[config.mk]
export PLATFORM = sky130hd
export DESIGN_NAME = noc_local_ni
export DESIGN_NICKNAME = d
export VERILOG_FILES = /design/src/rtl/noc_local_ni.sv
export SDC_FILE = /design/constraint.sdc
export NUM_CORES = 1
export LEC_CHECK = 0
export BUFFER_PORTS_ARGS = -buffer_cell sky130_fd_sc_hd__clkbuf_2
export CORE_ASPECT_RATIO = 1.4
export CORE_MARGIN = 1
export CORE_UTILIZATION = 30
export DETAILED_ROUTE_END_ITERATION = 8
export SLEW_MARGIN = 15
export SYNTH_ARGS = -nofsm -noshare
export SYNTH_HDL_FRONTEND = slang
export SYNTH_SLANG_ARGS = --single-unit
[constraint.sdc]
create_clock -name clk -period 4.4 [get_ports clk]
set_input_delay 0.88 -clock clk [delete_from_list [all_inputs] [get_ports clk]]
set_output_delay 0.88 -clock clk [all_outputs]
set_load 0.03 [all_outputs]
[src/rtl/noc_local_ni.sv]
// Local network interface between a processing element and one NoC router port.
// Injection: PE requests become 16-bit flits {payload, dst, 1'b1}. They are queued
// and written to the router's local input FIFO under full/almost-full flow control.
// Ejection: flits from the router's local output go into a first-word-fall-through
// FIFO. The FIFO returns full/almost-full to the router and hands payloads to the
// PE through a valid/ready handshake.
module noc_local_ni #(
    parameter logic [1:0] LOCAL_IP  = 2'b00,
    parameter int         INJ_DEPTH = 4,
    parameter int         EJ_DEPTH  = 8
) (
    input  logic        clk,
    input  logic        reset,

    input  logic        inj_valid,
    output logic        inj_ready,
    input  logic [1:0]  inj_dst,
    input  logic [12:0] inj_payload,

    output logic        ni_write,
    output logic [15:0] ni_data,
    input  logic        rtr_full,
    input  logic        rtr_almost_full,

    input  logic        rtr_write,
    input  logic [15:0] rtr_data,
    output logic        ni_full,
    output logic        ni_almost_full,

    output logic        ej_valid,
    input  logic        ej_ready,
    output logic [12:0] ej_payload,
    output logic        ej_misroute,

    output logic        overflow,
    output logic [15:0] inj_count,
    output logic [15:0] ej_count
);

    localparam int INJ_AW = $clog2(INJ_DEPTH);
    localparam int INJ_CW = INJ_AW + 1;
    localparam int EJ_AW  = $clog2(EJ_DEPTH);
    localparam int EJ_CW  = EJ_AW + 1;

    localparam logic [INJ_AW-1:0] INJ_PTR_ONE = INJ_AW'(1);
    localparam logic [INJ_CW-1:0] INJ_CNT_ONE = INJ_CW'(1);
    localparam logic [INJ_CW-1:0] INJ_FULL    = INJ_CW'(INJ_DEPTH);
    localparam logic [EJ_AW-1:0]  EJ_PTR_ONE  = EJ_AW'(1);
    localparam logic [EJ_CW-1:0]  EJ_CNT_ONE  = EJ_CW'(1);
    localparam logic [EJ_CW-1:0]  EJ_FULL     = EJ_CW'(EJ_DEPTH);
    // Two slots of headroom cover writes already in flight in the router's
    // registered output stage when almost-full is seen.
    localparam logic [EJ_CW-1:0]  EJ_AFULL    = EJ_CW'(EJ_DEPTH - 2);

    // ------------------------------------------------------------------
    // Injection queue
    // ------------------------------------------------------------------
    logic [15:0]       injMem [INJ_DEPTH];
    logic [INJ_AW-1:0] injWrPtr;
    logic [INJ_AW-1:0] injRdPtr;
    logic [INJ_CW-1:0] injCount;
    logic [15:0]       injFlit;
    logic              injEnq;
    logic              injIssue;
    logic              sendAble;
    logic              vld_p1;
    logic [15:0]       flit_p1;
    logic [15:0]       injCountReg;

    assign injFlit   = {inj_payload, inj_dst, 1'b1};
    assign inj_ready = (injCount != INJ_FULL);
    assign injEnq    = inj_valid & inj_ready;
    assign injIssue  = sendAble & (injCount != '0);

    // Injection storage: data only, so it is not reset.
    always_ff @(posedge clk) begin
        if (injEnq) begin
            injMem[injWrPtr] <= injFlit;
        end
    end

    // Injection pointers and occupancy. Enqueue and issue in the same cycle leave the count unchanged.
    always_ff @(posedge clk) begin
        if (reset) begin
            injWrPtr <= '0;
            injRdPtr <= '0;
            injCount <= '0;
        end else begin
            if (injEnq) begin
                injWrPtr <= injWrPtr + INJ_PTR_ONE;
            end
            if (injIssue) begin
                injRdPtr <= injRdPtr + INJ_PTR_ONE;
            end
            case ({injEnq, injIssue})
                2'b10:   injCount <= injCount + INJ_CNT_ONE;
                2'b01:   injCount <= injCount - INJ_CNT_ONE;
                default: injCount <= injCount;
            endcase
        end
    end

    // Send permission. It drops for one cycle when the router nears full while we are writing.
    always_ff @(posedge clk) begin
        if (reset) begin
            sendAble <= 1'b0;
        end else begin
            sendAble <= !((rtr_almost_full & vld_p1) | rtr_full);
        end
    end

    // Registered router write port. ni_data is held at zero whenever no flit is written.
    always_ff @(posedge clk) begin
        if (reset) begin
            vld_p1  <= 1'b0;
            flit_p1 <= '0;
        end else begin
            vld_p1  <= injIssue;
            flit_p1 <= injIssue ? injMem[injRdPtr] : 16'h0000;
        end
    end

    // Injected flit counter. It wraps modulo 2^16.
    always_ff @(posedge clk) begin
        if (reset) begin
            injCountReg <= '0;
        end else if (vld_p1) begin
            injCountReg <= injCountReg + 16'd1;
        end
    end

    assign ni_write  = vld_p1;
    assign ni_data   = flit_p1;
    assign inj_count = injCountReg;

    // ------------------------------------------------------------------
    // Ejection FIFO (first-word-fall-through)
    // ------------------------------------------------------------------
    // The valid bit is implied by acceptance, so only bits [15:1] are stored.
    logic [15:1]      ejMem [EJ_DEPTH];
    logic [EJ_AW-1:0] ejWrPtr;
    logic [EJ_AW-1:0] ejRdPtr;
    logic [EJ_CW-1:0] ejCount;
    logic [15:1]      ejHead;
    logic             ejNotEmpty;
    logic             ejPush;
    logic             ejPop;
    logic             ejAccept;
    logic             ejDrop;
    logic             overflowReg;
    logic [15:0]      ejCountReg;

    assign ejNotEmpty = (ejCount != '0);
    assign ejPush     = rtr_write & rtr_data[0];
    assign ejPop      = ejNotEmpty & ej_ready;
    // A full FIFO still accepts a flit when the PE frees a slot in the same cycle.
    assign ejAccept   = ejPush & ((ejCount != EJ_FULL) | ejPop);
    assign ejDrop     = ejPush & ~ejAccept;

    // Ejection storage: data only, so it is not reset.
    always_ff @(posedge clk) begin
        if (ejAccept) begin
            ejMem[ejWrPtr] <= rtr_data[15:1];
        end
    end

    // Ejection pointers and occupancy.
    always_ff @(posedge clk) begin
        if (reset) begin
            ejWrPtr <= '0;
            ejRdPtr <= '0;
            ejCount <= '0;
        end else begin
            if (ejAccept) begin
                ejWrPtr <= ejWrPtr + EJ_PTR_ONE;
            end
            if (ejPop) begin
                ejRdPtr <= ejRdPtr + EJ_PTR_ONE;
            end
            case ({ejAccept, ejPop})
                2'b10:   ejCount <= ejCount + EJ_CNT_ONE;
                2'b01:   ejCount <= ejCount - EJ_CNT_ONE;
                default: ejCount <= ejCount;
            endcase
        end
    end

    // Sticky drop flag and the accepted-flit counter.
    always_ff @(posedge clk) begin
        if (reset) begin
            overflowReg <= 1'b0;
            ejCountReg  <= '0;
        end else begin
            if (ejDrop) begin
                overflowReg <= 1'b1;
            end
            if (ejAccept) begin
                ejCountReg <= ejCountReg + 16'd1;
            end
        end
    end

    assign ejHead         = ejMem[ejRdPtr];
    assign ej_valid       = ejNotEmpty;
    assign ej_payload     = ejNotEmpty ? ejHead[15:3] : 13'h0000;
    assign ej_misroute    = ejNotEmpty & (ejHead[2:1] != LOCAL_IP);
    assign ni_full        = (ejCount == EJ_FULL);
    assign ni_almost_full = (ejCount >= EJ_AFULL);
    assign overflow       = overflowReg;
    assign ej_count       = ejCountReg;

endmodule

==> qor.txt <==
Share of the synthesized area in the top cell type: 0.552
Mux contribution to synthesized area: 0.118
Final hold violation count: 0
CTS tree: yes
FFs w/ async S/R, synth: 0
Post-CTS Resized: 0
Synth warnings: 0
Sequential share of the synthesized area: 0.697
Final setup fails: 0
Area share of fa/ha/maj cells after synthesis: 0.0181
Switching part of the total power: 0.276
Drt drc: 0
Internal power: 4420 uW
Critical path peak fanout: 18
Clk sink count: 251
Tcrit/Tclk final: 0.782
Htree depth: 1
Num CTS Buffers: 26
Layout cells sized above 1: 0.304
Critical Path AT: 2.56 ns
Post-DP Area: 0.0109 mm^2
Gate Count Post-Synth: 620
EDFF count, synth: 180
Sequential power share: 0.447
Synth Area per Inst: 15.8 um^2
Unique masters post-synth: 50
Max Clk Rate: 291 MHz
Core Rows: 77
Dpl ws: 1.46 ns
Outcome: complete, no violations
Final setup TNS: 0 ns
Deepest clock path buffer count: 3
Largest family of logic cells by synthesized area: multiplexers
Clock transition at path regs: 0.06 ns
Initial core utilization: 0.307
Worst setup SP type: register
Clk_lat worst skew: 0.55 ns
Chip height: 216 um
Fin util: 0.370
I/O pin total: 106
Largest net degree at the start of global routing: 64
Synth Register Bits: 251
Leak pwr: 0.00406 uW
DRT iter0 DRCs: 222
Power per standard cell area: 518 mW/mm^2
Drt pass-1 iters: 4
Final Skew: 0.0351 ns
Crit Path Class: register to primary output
Clk Tree Root Cell: clkbuf_16
Post-CTS setup buffer count: 0
Tightest Pin Transition: 0.828 ns
Most common library cells after synthesis: edfxtp_1 (180), dfxtp_1 (71), nor2_1 (58)
Final #Nets: 792
Core area: 0.0319 mm^2
Fin area: 0.0118 mm^2
Initial antenna violation count: 0
GRT overflow: 0
Synth Area in Compound Gates: 0.0363
Post-Synth Simple-Gate Area: 0.0936
GPL Wtd Cong: 0.723
Net Count, Synth: 671
Top FF cell, synth: edfxtp_1
Post-DP HPWL: 12,300 um
MaxCap Viol Count: 0
Vias per inst: 4.57
Final Routed Wirelength: 19,200 um
Overall power: 6110 uW
Via count: 5,460
Post-route ant nets: 0
Synth Area in XOR/XNOR: 0.0206
Cts hold-fix bufs: 0
Final Max Slew Viols: 0
Port bufs: 105
Number of global-route vias before repair: 5,425
Hold crit path type: register to register
P&R area growth vs syn: 20.4%
N_diodes: 0
Worst IR Drop VDD: 0.000301 V
Die area: 0.0334 mm^2
Chip Width: 155 um
Area leader, netlist: edfxtp_1
Element type at the critical path end: primary output
Min cycle time layout: 3.44 ns
RSZ-0062 raised after global routing: false
Logic pwr share: 0.183
DR WL/cell: 16.1 um
Worst setup margin: 0.960 ns
Synthesized area: 0.00980 mm^2
Top-count cell post-synth: edfxtp_1
First-pass GRT wire length: 29,700 um
Gr usage total: 0.115
Switch Pwr: 1690 uW
Clk pwr share: 0.370
WP data required: 3.52 ns
Relative slew slack: 0.448
Synth area leaders: edfxtp_1 (55%), dfxtp_1 (15%), mux4_2 (9.4%)
flip-flops by register name, summed over array words and instances (netlist names), 4 cells and up, named ones only:
name	flops
ejCount	4
injMem	60
ni_data	16
inj_count	16
ej_count	16
ejMem	120
critical path, stage by stage (launching register included):
cell      delay (ns)
dfxtp_2         0.62
buf_4           0.42
mux4_2          0.54
mux2i_1         0.16
nor2_1          0.07
clkbuf_2        0.19
kinds of logic (layout without fill, tap and decap cells):
group | after synthesis | count (layout)
AOI/OAI and AO/OA | 56 | 56
xor gates and xnor gates | 23 | 23
adders and majority gates | 13 | 13
buffers and inverters | 41 | 181
DFF | 251 | 251
muxes | 63 | 63
and+or+nand+nor | 173 | 173
cell usage in the layout (no fill, tap or decap), types with 8 or more instances in the layout:
cell       synthesis  layout
nand3_1           12      12
dfxtp_1           71      70
mux4_2            41      41
clkbuf_16          0      26
o21ai_0            8       8
mux2_2             8       8
xor2_1            13      13
clkbuf_2           0     105
or3_1              8       8
nor2_1            58      58
buf_4              0      14
mux2i_1           14      14
xnor2_1           10      10
and2_1            18      18
a21oi_1           24      24
ha_1              11      11
edfxtp_1         180     180
nand2_1           22      22
inv_1             14      14
worst paths after layout:
check / startpoint / endpoint / slack (ns) / depth (start not counted)
max: register / ej_payload[12] / 0.96 / 5
min: overflow / overflow / 0.49 / 2
max reg2reg: ejCount[3] / ejCount[3] / 1.76 / 10
min reg2reg: overflow / overflow / 0.49 / 2
per-stage QoR:
| stage | hold WS, ns | instances |
|---|---|---|
| after detailed placement | 0.467 | 1147 |
| after global placement | 0.455 | 1147 |
| after global routing | 0.478 | 1194 |
| final | 0.487 | 1194 |
| after CTS | 0.474 | 1194 |
| after floorplan | 0.454 | 620 |
cell type report:
class,count,area (um^2)
Clock buffer,30,686
Tap cell,434,543
Timing Repair Buffer,119,631
Sequential cell,251,6830
Fill cell,3017,20100
Clock inverter,17,210
Multi-Input combinational cell,328,2850
Inverter,15,56.3
metal layers:
metal  global-route usage  vias up  wire (um)
li1                     -     2599          -
met1                0.133     2712       7930
met2                0.206      125       9710
met3               0.0305       24       1180
met4               0.0363        0        368
met5                    0        -          0
power by group through the flow:
stage                     Combinational, uW  Clock (uW)  Sequential [uW]
after detailed placement               1130           0             2790
after CTS                              1140        2330             2730
after global routing                   1210        2420             2750
after global placement                 1130           0             2780
after floorplan                         837           0             2760
final                                  1120        2260             2730
Note: power is estimated with default switching activity, not from simulation.
